`config.mk`:
```
export PLATFORM = sky130hd
export DESIGN_NAME = samp_packetizer_flat
export DESIGN_NICKNAME = d
export VERILOG_FILES = /design/src/rtl/samp_packetizer_if.sv /design/src/rtl/samp_packetizer.sv /design/src/flat_wrapper.sv
export SDC_FILE = /design/constraint.sdc
export NUM_CORES = 1
export LEC_CHECK = 0
export ABC_CLOCK_PERIOD_IN_PS = 7800
export BUFFER_PORTS_ARGS = -buffer_cell sky130_fd_sc_hd__buf_2
export CORE_MARGIN = 2
export CORE_UTILIZATION = 40
export DETAILED_ROUTE_END_ITERATION = 12
export HOLD_SLACK_MARGIN = 0.03
export PLACE_DENSITY = 0.64
export SLEW_MARGIN = 15
export SYNTH_ARGS = -nofsm -noshare
export SYNTH_HDL_FRONTEND = slang
export SYNTH_SLANG_ARGS = --single-unit
```
`constraint.sdc`:
```
create_clock -name clk -period 7.8 [get_ports clk]
set_input_delay 1.17 -clock clk [delete_from_list [all_inputs] [get_ports clk]]
set_output_delay 1.17 -clock clk [all_outputs]
set_load 0.05 [all_outputs]
```
`src/rtl/samp_packetizer_if.sv`:
```
// Sample-queue input stream and packet byte output stream, bundled for samp_packetizer.
// master = packetizer side, slave = upstream queue + byte sink side.
interface samp_packetizer_if;
  logic [31:0] samp_stream_data;
  logic [7:0]  samp_stream_count;
  logic        samp_stream_avail;
  logic        samp_stream_pull;
  logic [7:0]  out_data;
  logic        out_valid;
  logic        out_ready;

  modport master (
    input  samp_stream_data, samp_stream_count, samp_stream_avail, out_ready,
    output samp_stream_pull, out_data, out_valid
  );

  modport slave (
    output samp_stream_data, samp_stream_count, samp_stream_avail, out_ready,
    input  samp_stream_pull, out_data, out_valid
  );
endinterface

```
`src/rtl/samp_packetizer.sv`:
```
// Frames 32-bit samples into byte packets: SYNC, seq, N, N*4 payload bytes (LSB first), XOR checksum.
// Partial batches are flushed after FLUSH_CYCLES of waiting in IDLE.
module samp_packetizer #(
  parameter int unsigned MAX_PKT_SAMPLES = 16,
  parameter int unsigned FLUSH_CYCLES    = 1000,
  parameter logic [7:0]  SYNC_BYTE       = 8'hA5
) (
  input  logic                clk,
  input  logic                rst,
  input  logic                enable_i,
  samp_packetizer_if.master   bus,
  output logic                busy_o,
  output logic [7:0]          seq_num_o
);

  localparam int unsigned     TW      = $clog2(FLUSH_CYCLES + 1);
  localparam logic [7:0]      MAX_N   = 8'(MAX_PKT_SAMPLES);
  localparam logic [TW-1:0]   FLUSH_T = TW'(FLUSH_CYCLES);

  typedef enum logic [2:0] {IDLE, HDR0, HDR1, HDR2, FETCH, DATA, CSUM} state_t;

  state_t        state_q, state_d;
  logic [TW-1:0] timer_q, timer_d;
  logic [1:0]    gap_q, gap_d;
  logic [7:0]    n_q, n_d;
  logic [7:0]    sent_q, sent_d;
  logic [1:0]    byte_idx_q, byte_idx_d;
  logic [31:0]   shift_q, shift_d;
  logic [7:0]    csum_q, csum_d;
  logic [7:0]    seq_q, seq_d;
  logic [7:0]    out_data_q, out_data_d;
  logic          out_valid_q, out_valid_d;
  logic          pull;
  logic          accept;
  logic          gap_pending;

  assign accept      = out_valid_q && bus.out_ready;
  // Upstream avail/count lag a pull by up to 2 cycles; gap_q masks that window.
  assign gap_pending = (gap_q != 2'd0);

  always_ff @(posedge clk or posedge rst) begin
    if (rst) begin
      state_q     <= IDLE;
      timer_q     <= '0;
      gap_q       <= 2'd0;
      n_q         <= 8'd0;
      sent_q      <= 8'd0;
      byte_idx_q  <= 2'd0;
      shift_q     <= 32'd0;
      csum_q      <= 8'd0;
      seq_q       <= 8'd0;
      out_data_q  <= 8'd0;
      out_valid_q <= 1'b0;
    end else begin
      state_q     <= state_d;
      timer_q     <= timer_d;
      gap_q       <= gap_d;
      n_q         <= n_d;
      sent_q      <= sent_d;
      byte_idx_q  <= byte_idx_d;
      shift_q     <= shift_d;
      csum_q      <= csum_d;
      seq_q       <= seq_d;
      out_data_q  <= out_data_d;
      out_valid_q <= out_valid_d;
    end
  end

  always_comb begin
    state_d     = state_q;
    timer_d     = '0;
    gap_d       = gap_pending ? (gap_q - 2'd1) : gap_q;
    n_d         = n_q;
    sent_d      = sent_q;
    byte_idx_d  = byte_idx_q;
    shift_d     = shift_q;
    csum_d      = csum_q;
    seq_d       = seq_q;
    out_data_d  = out_data_q;
    out_valid_d = out_valid_q;
    pull        = 1'b0;

    unique case (state_q)
      IDLE: begin
        if (bus.samp_stream_avail && !gap_pending) begin
          if (bus.samp_stream_count < MAX_N && timer_q != FLUSH_T)
            timer_d = timer_q + TW'(1);
          else
            timer_d = timer_q;
        end
        if (enable_i && !gap_pending && bus.samp_stream_avail &&
            (bus.samp_stream_count >= MAX_N || timer_q == FLUSH_T)) begin
          state_d     = HDR0;
          n_d         = (bus.samp_stream_count >= MAX_N) ? MAX_N : bus.samp_stream_count;
          sent_d      = 8'd0;
          csum_d      = 8'd0;
          timer_d     = '0;
          out_valid_d = 1'b1;
          out_data_d  = SYNC_BYTE;
        end
      end
      HDR0: begin
        if (accept) begin
          state_d    = HDR1;
          out_data_d = seq_q;
        end
      end
      HDR1: begin
        if (accept) begin
          state_d    = HDR2;
          csum_d     = csum_q ^ out_data_q;
          out_data_d = n_q;
        end
      end
      HDR2: begin
        if (accept) begin
          state_d     = FETCH;
          csum_d      = csum_q ^ out_data_q;
          out_valid_d = 1'b0;
        end
      end
      FETCH: begin
        if (bus.samp_stream_avail && !gap_pending) begin
          pull        = 1'b1;
          gap_d       = 2'd2;
          shift_d     = bus.samp_stream_data;
          sent_d      = sent_q + 8'd1;
          byte_idx_d  = 2'd0;
          out_valid_d = 1'b1;
          out_data_d  = bus.samp_stream_data[7:0];
          state_d     = DATA;
        end
      end
      DATA: begin
        if (accept) begin
          csum_d = csum_q ^ out_data_q;
          if (byte_idx_q == 2'd3) begin
            if (sent_q == n_q) begin
              state_d    = CSUM;
              out_data_d = csum_q ^ out_data_q;
            end else begin
              state_d     = FETCH;
              out_valid_d = 1'b0;
            end
          end else begin
            byte_idx_d = byte_idx_q + 2'd1;
            shift_d    = shift_q >> 8;
            out_data_d = shift_q[15:8];
          end
        end
      end
      CSUM: begin
        if (accept) begin
          seq_d       = seq_q + 8'd1;
          out_valid_d = 1'b0;
          state_d     = IDLE;
        end
      end
      default: begin
        state_d     = IDLE;
        out_valid_d = 1'b0;
      end
    endcase
  end

  assign bus.samp_stream_pull = pull;
  assign bus.out_data         = out_data_q;
  assign bus.out_valid        = out_valid_q;
  assign busy_o               = (state_q != IDLE);
  assign seq_num_o            = seq_q;

endmodule

```
`src/flat_wrapper.sv`:
```
// flat-port wrapper written by rule: the top's interface ports become plain ports
module samp_packetizer_flat 
#(
  parameter int unsigned MAX_PKT_SAMPLES = 16,
  parameter int unsigned FLUSH_CYCLES    = 1000,
  parameter logic [7:0]  SYNC_BYTE       = 8'hA5
)
  (clk, rst, enable_i, busy_o, seq_num_o, bus_samp_stream_data, bus_samp_stream_count, bus_samp_stream_avail, bus_out_ready, bus_samp_stream_pull, bus_out_data, bus_out_valid);
  samp_packetizer_if bus_i ();
  input  logic clk;
  input  logic rst;
  input  logic enable_i;
  output logic busy_o;
  output logic [7:0] seq_num_o;
  input wire logic [$bits(bus_i.samp_stream_data)-1:0] bus_samp_stream_data;
  input wire logic [$bits(bus_i.samp_stream_count)-1:0] bus_samp_stream_count;
  input wire logic [$bits(bus_i.samp_stream_avail)-1:0] bus_samp_stream_avail;
  input wire logic [$bits(bus_i.out_ready)-1:0] bus_out_ready;
  output wire logic [$bits(bus_i.samp_stream_pull)-1:0] bus_samp_stream_pull;
  output wire logic [$bits(bus_i.out_data)-1:0] bus_out_data;
  output wire logic [$bits(bus_i.out_valid)-1:0] bus_out_valid;
  assign bus_i.samp_stream_data = bus_samp_stream_data;
  assign bus_i.samp_stream_count = bus_samp_stream_count;
  assign bus_i.samp_stream_avail = bus_samp_stream_avail;
  assign bus_i.out_ready = bus_out_ready;
  assign bus_samp_stream_pull = bus_i.samp_stream_pull;
  assign bus_out_data = bus_i.out_data;
  assign bus_out_valid = bus_i.out_valid;
  samp_packetizer #(.MAX_PKT_SAMPLES(MAX_PKT_SAMPLES), .FLUSH_CYCLES(FLUSH_CYCLES), .SYNC_BYTE(SYNC_BYTE)) u_core (.clk(clk), .rst(rst), .enable_i(enable_i), .bus(bus_i), .busy_o(busy_o), .seq_num_o(seq_num_o));
endmodule
```
==> qor.yml, run 1 <==
floorplanning:
  die_x_um: 106
  dieArea_um2: 11300
  start_util_pct: 40.9
  rows: 37
  core_region_area_um2: 10300
  dieHeight_um: 106
  ios: 64
cells_and_area:
  fillers: 1003
  final_cell_mix: "dfrtp_1, nand2_1, buf_2"
  final_cells: 638
  design_area_um2: 4860
  nets: 547
  areaGrowthSynthToFinish_pct: 15.8
  diodes: 0
  final_layout_size_suffix_gt1_share_pct: 20.3
  final_common_cell: "dfrtp_1"
worst_setup_path:
  r2r_start: "u_core.state_q[0]"
  r2r_slack_ns: 4.57
  slowest_stage: "or3b_2"
  crit_required_ns: 6.63
  startpoint_type: "input port"
  cp.arrival_ns: 2.82
  end_kind: "output pin"
  cp_max_fo: 12
  regToRegEndpoint: "u_core.csum_q[3]"
  cpPeakStageDelay_ns: 0.51
  critical_path_class: "in2out"
  reg2regPathDepth: 5
  path_common_cell: "buf_2"
  path_cells: "buf_2 -> or3b_2 -> nor4_2 -> buf_4 -> buf_2"
clock_network:
  cts_root_buf: "clkbuf_8"
  post_cts_buffers: 0
  cts.sinks: 82
  cts_hold_buffers: 0
  cts_made_buffers: 9
  clk_latency_ns: 0.36
  cts_tree: "yes"
  ctsResizeCount: 0
  cts_max_level: 3
  cts.path.max_buffers: 2
  cts.reportedPaths.clkPinSlew_ns: 0.08
synth:
  synth_edf_count: 0
  yosys_warnings: 0
  avgSynthCellArea_um2: 9.61
  syn_nets: 487
  synthTopCellsByArea: "dfrtp_1, nand2_1, nor2_1"
  ys_types: 52
  syn_inst: 437
  synth.ff_latch_count: 82
  yosysTopAreaCell: "dfrtp_1"
  ys.flop_type: "dfrtp_1"
  ys_seq_area_share_pct: 48.9
  synth_top_area_share_pct: 48.9
  synth.cell_area_um2: 4200
  synthArstFlopShare_pct: 100
global_routing:
  grt_pass1_wl_mm: 16.2
  antenna_found_initial: 0
  grtUsageTotal_pct: 18.1
  overflow: 0
  grt_max_degree: 83
  grt_pass1_vias: 3297
detailed_routing:
  vias: 3361
  drt-total-wl_mm: 9.73
  wl_per_cell_um: 15.3
  route.detailed.drc: 0
  via_per_inst: 5.27
  drt_iter0_drc: 216
  ant_nets: 0
  dr.pass1.iters: 4
placement:
  dp_hpwl_mm: 7.03
  dpl.cell_count: 622
  pre_cts_ws_ns: 3.82
  place_area_um2: 4640
  port_buffers: 63
  place_congestion: 0.849
status:
  status: "complete, no violations"
run:
  max-cap-violations: 0
pwr:
  p_comb_share_pct: 36.2
  vdd_drop_max_mv: 0.106
  p_seq_share_pct: 42.6
  p_int_uw: 973
  switching_power_uw: 666
  powerDensity_nw_per_um2: 337
  switching_share_pct: 40.7
  leakagePower_uw: 0.00222
  pwr-share-clk_pct: 21.2
timing:
  fmax_ghz: 0.250
  period_share_pct: 51.2
  finalClockSkew_ns: 0.0156
  tightestPinTransition_ns: 1.01
  tns_ns: 0
  drv_slew: 0
  hold_viol_final: 0
  fin_crit_ns: 3.99
  whs_ns: 0.486
  fin_ws_ns: 3.81
  slew_headroom_pct: 32.4
  rsz0062_at_grt: "no"
  setup_viol: 0
hold_path:
  hold_path_startpoint: "u_core.gap_q[0]"
  hp-class: "reg2reg"
  hold_depth: 1
  min_to: "u_core.gap_q[0]"
[cell usage after synthesis (all sizes together) (6+ instances only)]
| master | n |
|---|---|
| mux2 | 10 |
| nand4 | 10 |
| inv | 6 |
| a31oi | 18 |
| xor2 | 21 |
| dfrtp | 82 |
| and2 | 6 |
| o21ai | 24 |
| buf | 6 |
| nor2 | 52 |
| nand3b | 9 |
| xnor2 | 17 |
| o211ai | 8 |
| nand2b | 6 |
| a22o | 9 |
| clkbuf | 11 |
| nand2 | 78 |
| a21oi | 7 |
[critical path: cells and delay by family]
kind,cells,cell delay (ns)
simple gates,2,0.99
buf+inv,3,0.66
[cell families after synthesis]
family                     count (synthesis)  share of synthesized area (%)
and+or+nand+nor                          187                           21.3
DFF                                       82                           48.9
adders and majority gates                  5                           1.49
buffers and inverters                     24                           2.35
AOI/OAI and AO/OA                         90                           15.1
muxes                                     11                           2.92
xor gates and xnor gates                  38                           7.92
[power by group through the flow]
stage / sequential (uW) / combinational, uW / clock, uW
finish: 698 / 594 / 347
global route: 723 / 655 / 372
CTS: 696 / 597 / 352
detailed placement: 705 / 595 / 0
global placement: 699 / 583 / 0
floorplan: 735 / 406 / 0
[flip-flops by register name, summed over array words and instances (netlist names), 3 cells and up]
signal and cells:
u_core.timer_q 10, u_core.shift_q 24, u_core.bus.out_data 8, u_core.seq_num_o 8, u_core.state_q 3, u_core.n_q 8, u_core.csum_q 8, u_core.sent_q 8
[per-layer routing]
metal	up-vias	global-route usage, %	share of wire, %
met2	68	27.7	45
li1	1655	-	-
met4	0	7.42	2.1
met3	15	3.92	5.6
met5	-	0	0
met1	1623	25.1	47
[final cells by class]
class / count / area, um2 / share of cell area, %
Inverter: 7 / 27.5 / 0.566
Multi-Input combinational cell: 331 / 2050 / 42.2
Clock inverter: 7 / 101 / 2.08
Clock buffer: 9 / 124 / 2.55
Tap cell: 136 / 170 / 3.50
Sequential cell: 82 / 2050 / 42.2
Timing Repair Buffer: 66 / 338 / 6.95
[metrics by stage]
| stage | power [uW] | util, % |
|---|---|---|
| global placement | 1280 | 45.1 |
| floorplan | 1140 | - |
| global route | 1750 | 47.3 |
| CTS | 1650 | 47.3 |
| detailed placement | 1300 | 45.1 |
| finish | 1640 | 47.3 |
[worst max path at each step]
stage / from / slack, ns / to
2_1_floorplan: bus_samp_stream_avail / 3.86 / bus_samp_stream_pull
3_3_place_gp: bus_samp_stream_avail / 3.92 / bus_samp_stream_pull
3_5_place_dp: bus_samp_stream_avail / 3.82 / bus_samp_stream_pull
4_1_cts: bus_samp_stream_avail / 3.82 / bus_samp_stream_pull
5_1_grt: bus_samp_stream_avail / 3.69 / bus_samp_stream_pull
6_report: bus_samp_stream_avail / 3.81 / bus_samp_stream_pull
(Power assumes the default switching activity.)
==> run 2: changes to the inputs <==
Settings changed: ABC_CLOCK_PERIOD_IN_PS 7800 to 3550, PLACE_DENSITY 0.64 to 0.66.
Clock period 7.8 ns to 3.55 ns, I/O delays scaled along.
==> qor.yml, run 2 (same netlist as run 1, synthesis figures left out) <==
detailed_routing:
  vias: 3368  # +0.21%
  ant_nets: 0  # unchanged
  via_per_inst: 5.25  # -0.26%
  highest_layer: "met4"
  wl_per_cell_um: 15.4  # +1.0%
  drt-total-wl_mm: 9.88  # +1.5%
  route.detailed.drc: 0  # unchanged
  wl_met2_mm: 4.49  # +2.6%
  met3WireLength_um: 601  # +10%
  dr.pass1.iters: 4  # unchanged
  drt_iter0_drc: 281  # +30%
  wl_met1_mm: 4.64  # +0.76%
floorplanning:
  core_region_area_um2: 10300  # unchanged
  rows: 37  # unchanged
  ios: 64  # unchanged
  dieHeight_um: 106  # unchanged
  dieArea_um2: 11300  # unchanged
  die_x_um: 106  # unchanged
  start_util_pct: 40.9  # unchanged
worst_setup_path:
  crit_buf_inv: 2  # -1
  cp.arrival_ns: 2.23  # -0.59 ns
  cp_max_fo: 14  # +2
  reg2regPathDepth: 7  # +2
  startpoint_type: "register"
  cpPeakStageDelay_ns: 0.60  # +0.09 ns
  crit_required_ns: 3.02  # -3.61 ns
  slowest_stage: "dfrtp_1"
  cp.depth: 3  # -2
  end_kind: "output pin"
  path_cells: "clkinv_1 -> nor4_2 -> buf_2"
  path_delay_family: "buffers and inverters"
  critical_path_class: "reg2out"
global_routing:
  grtUsageTotal_pct: 18.7  # +0.52 points
  grt_pass1_wl_mm: 16.6  # +2.2%
  grt_pass1_vias: 3329  # +0.97%
  overflow: 0  # unchanged
  grt_max_degree: 59  # -29%
  antenna_found_initial: 0  # unchanged
cells_and_area:
  diodes: 0  # unchanged
  final_cell_mix: "dfrtp_1, nand2_1, buf_2"
  top_regs: "u_core.shift_q x24, u_core.timer_q x10"
  final_common_cell: "dfrtp_1"
  largest_reg_flops: 24  # unchanged
  final_layout_size_suffix_gt1_share_pct: 20.8  # +0.47 points
  largest-register: "u_core.shift_q"
  areaGrowthSynthToFinish_pct: 15.2
  design_area_um2: 4840  # -0.51%
  nets: 550  # +0.55%
timing:
  setup_viol: 0  # unchanged
  tns_ns: 0  # unchanged
  hold_viol_final: 0  # unchanged
  tightestPinTransition_ns: 0.997  # -0.0160 ns
  period_share_pct: 77.7
  drv_slew: 0  # unchanged
  rsz0062_at_grt: "no"
  fin_ws_ns: 0.792  # -3.01 ns
  fmax_ghz: 0.363
  whs_ns: 0.351  # -0.135 ns
  slew_headroom_pct: 33.5  # +1.1 points
  fin_crit_ns: 2.76
  finalClockSkew_ns: 0.0132  # -0.00243 ns
placement:
  place_area_um2: 4660  # +0.49%
  port_buffers: 63  # unchanged
  dp_hpwl_mm: 7.25  # +3.0%
  place_congestion: 0.831  # -2.1%
  pre_cts_ws_ns: 0.989  # -2.83 ns
clock_network:
  cts.reportedPaths.clkPinSlew_ns: 0.09  # about the same
  cts_root_buf: "clkbuf_8"
  ctsResizeCount: 0  # unchanged
  cts_made_buffers: 9  # unchanged
  cts_tree: "yes"
  clk_latency_ns: 0.36  # about the same
  cts.sinks: 82  # unchanged
  cts_hold_buffers: 0  # unchanged
  cts_max_level: 3  # unchanged
  cts.path.max_buffers: 2  # unchanged
  post_cts_buffers: 0  # unchanged
pwr:
  vdd_drop_max_mv: 0.248  # +130%
  p_total_uw: 3460  # +110%
  leakagePower_uw: 0.00220  # -0.65%
  powerDensity_nw_per_um2: 715  # +110%
run:
  max-cap-violations: 0  # unchanged
status:
  status: "complete, no violations"
hold_path:
  hp-class: "in2async"
-- run 2: changes by cell type in the layout (fill, tap and decap cells not counted), sizes merged --
cell,previous run,this run
clkinvlp,1,3
buf,66,69
bufinv,2,0
-- run 2: metal layers --
layer  GRT usage, %  up-vias
met5              0        -
met4           5.57        0
met3           4.78        9
met2           28.5       86
met1           26.2     1612
li1               -     1661
-- run 2: path summary, 6_finish.rpt --
check	startpoint	to	slack, ns
worst max-delay path	u_core.state_q[2]	bus_samp_stream_pull	0.79
max in group asynchronous	rst	u_core.n_q[4]	2.31
worst min register to register	u_core.gap_q[0]	u_core.gap_q[0]	0.48
min in group clk	bus_samp_stream_data[26]	u_core.shift_q[26]	0.38
worst min-delay path	rst	u_core.shift_q[28]	0.35
worst max register to register	u_core.timer_q[0]	u_core.bus.out_data[3]	0.99
-- run 2: worst register-to-register path: cells and delay by family, from the launching register on --
family	cells	cell delay [ns]
compound gates	3	1.25
flops	1	0.40
mux	1	0.40
fa+ha+maj	1	0.17
simple gates	1	0.14
buf+inv	1	0.10
-- run 2: power breakdown --
group / leakage, uW / switching (uW) / internal [uW] / total (uW)
sequential: 0.00106 / 321 / 1210 / 1530
combinational: 0.00106 / 777 / 526 / 1300
clock: 0.0000822 / 365 / 259 / 624
-- run 2: final cells by class --
cell class,instances,area [um2]
fillers,1023,5440
repair buffers,69,360
flip-flops and latches,82,2050
well taps,136,170
clock buffers,9,124
inverters,7,27.5
multi-input cells,331,2050
clock inverters,7,53.8
-- run 2: metrics by stage --
stage | std cells | util, %
2_1_floorplan | 437 | -
3_3_place_gp | 625 | 45.3
3_5_place_dp | 625 | 45.3
4_1_cts | 641 | 47.1
5_1_grt | 641 | 47.1
6_report | 641 | 47.1
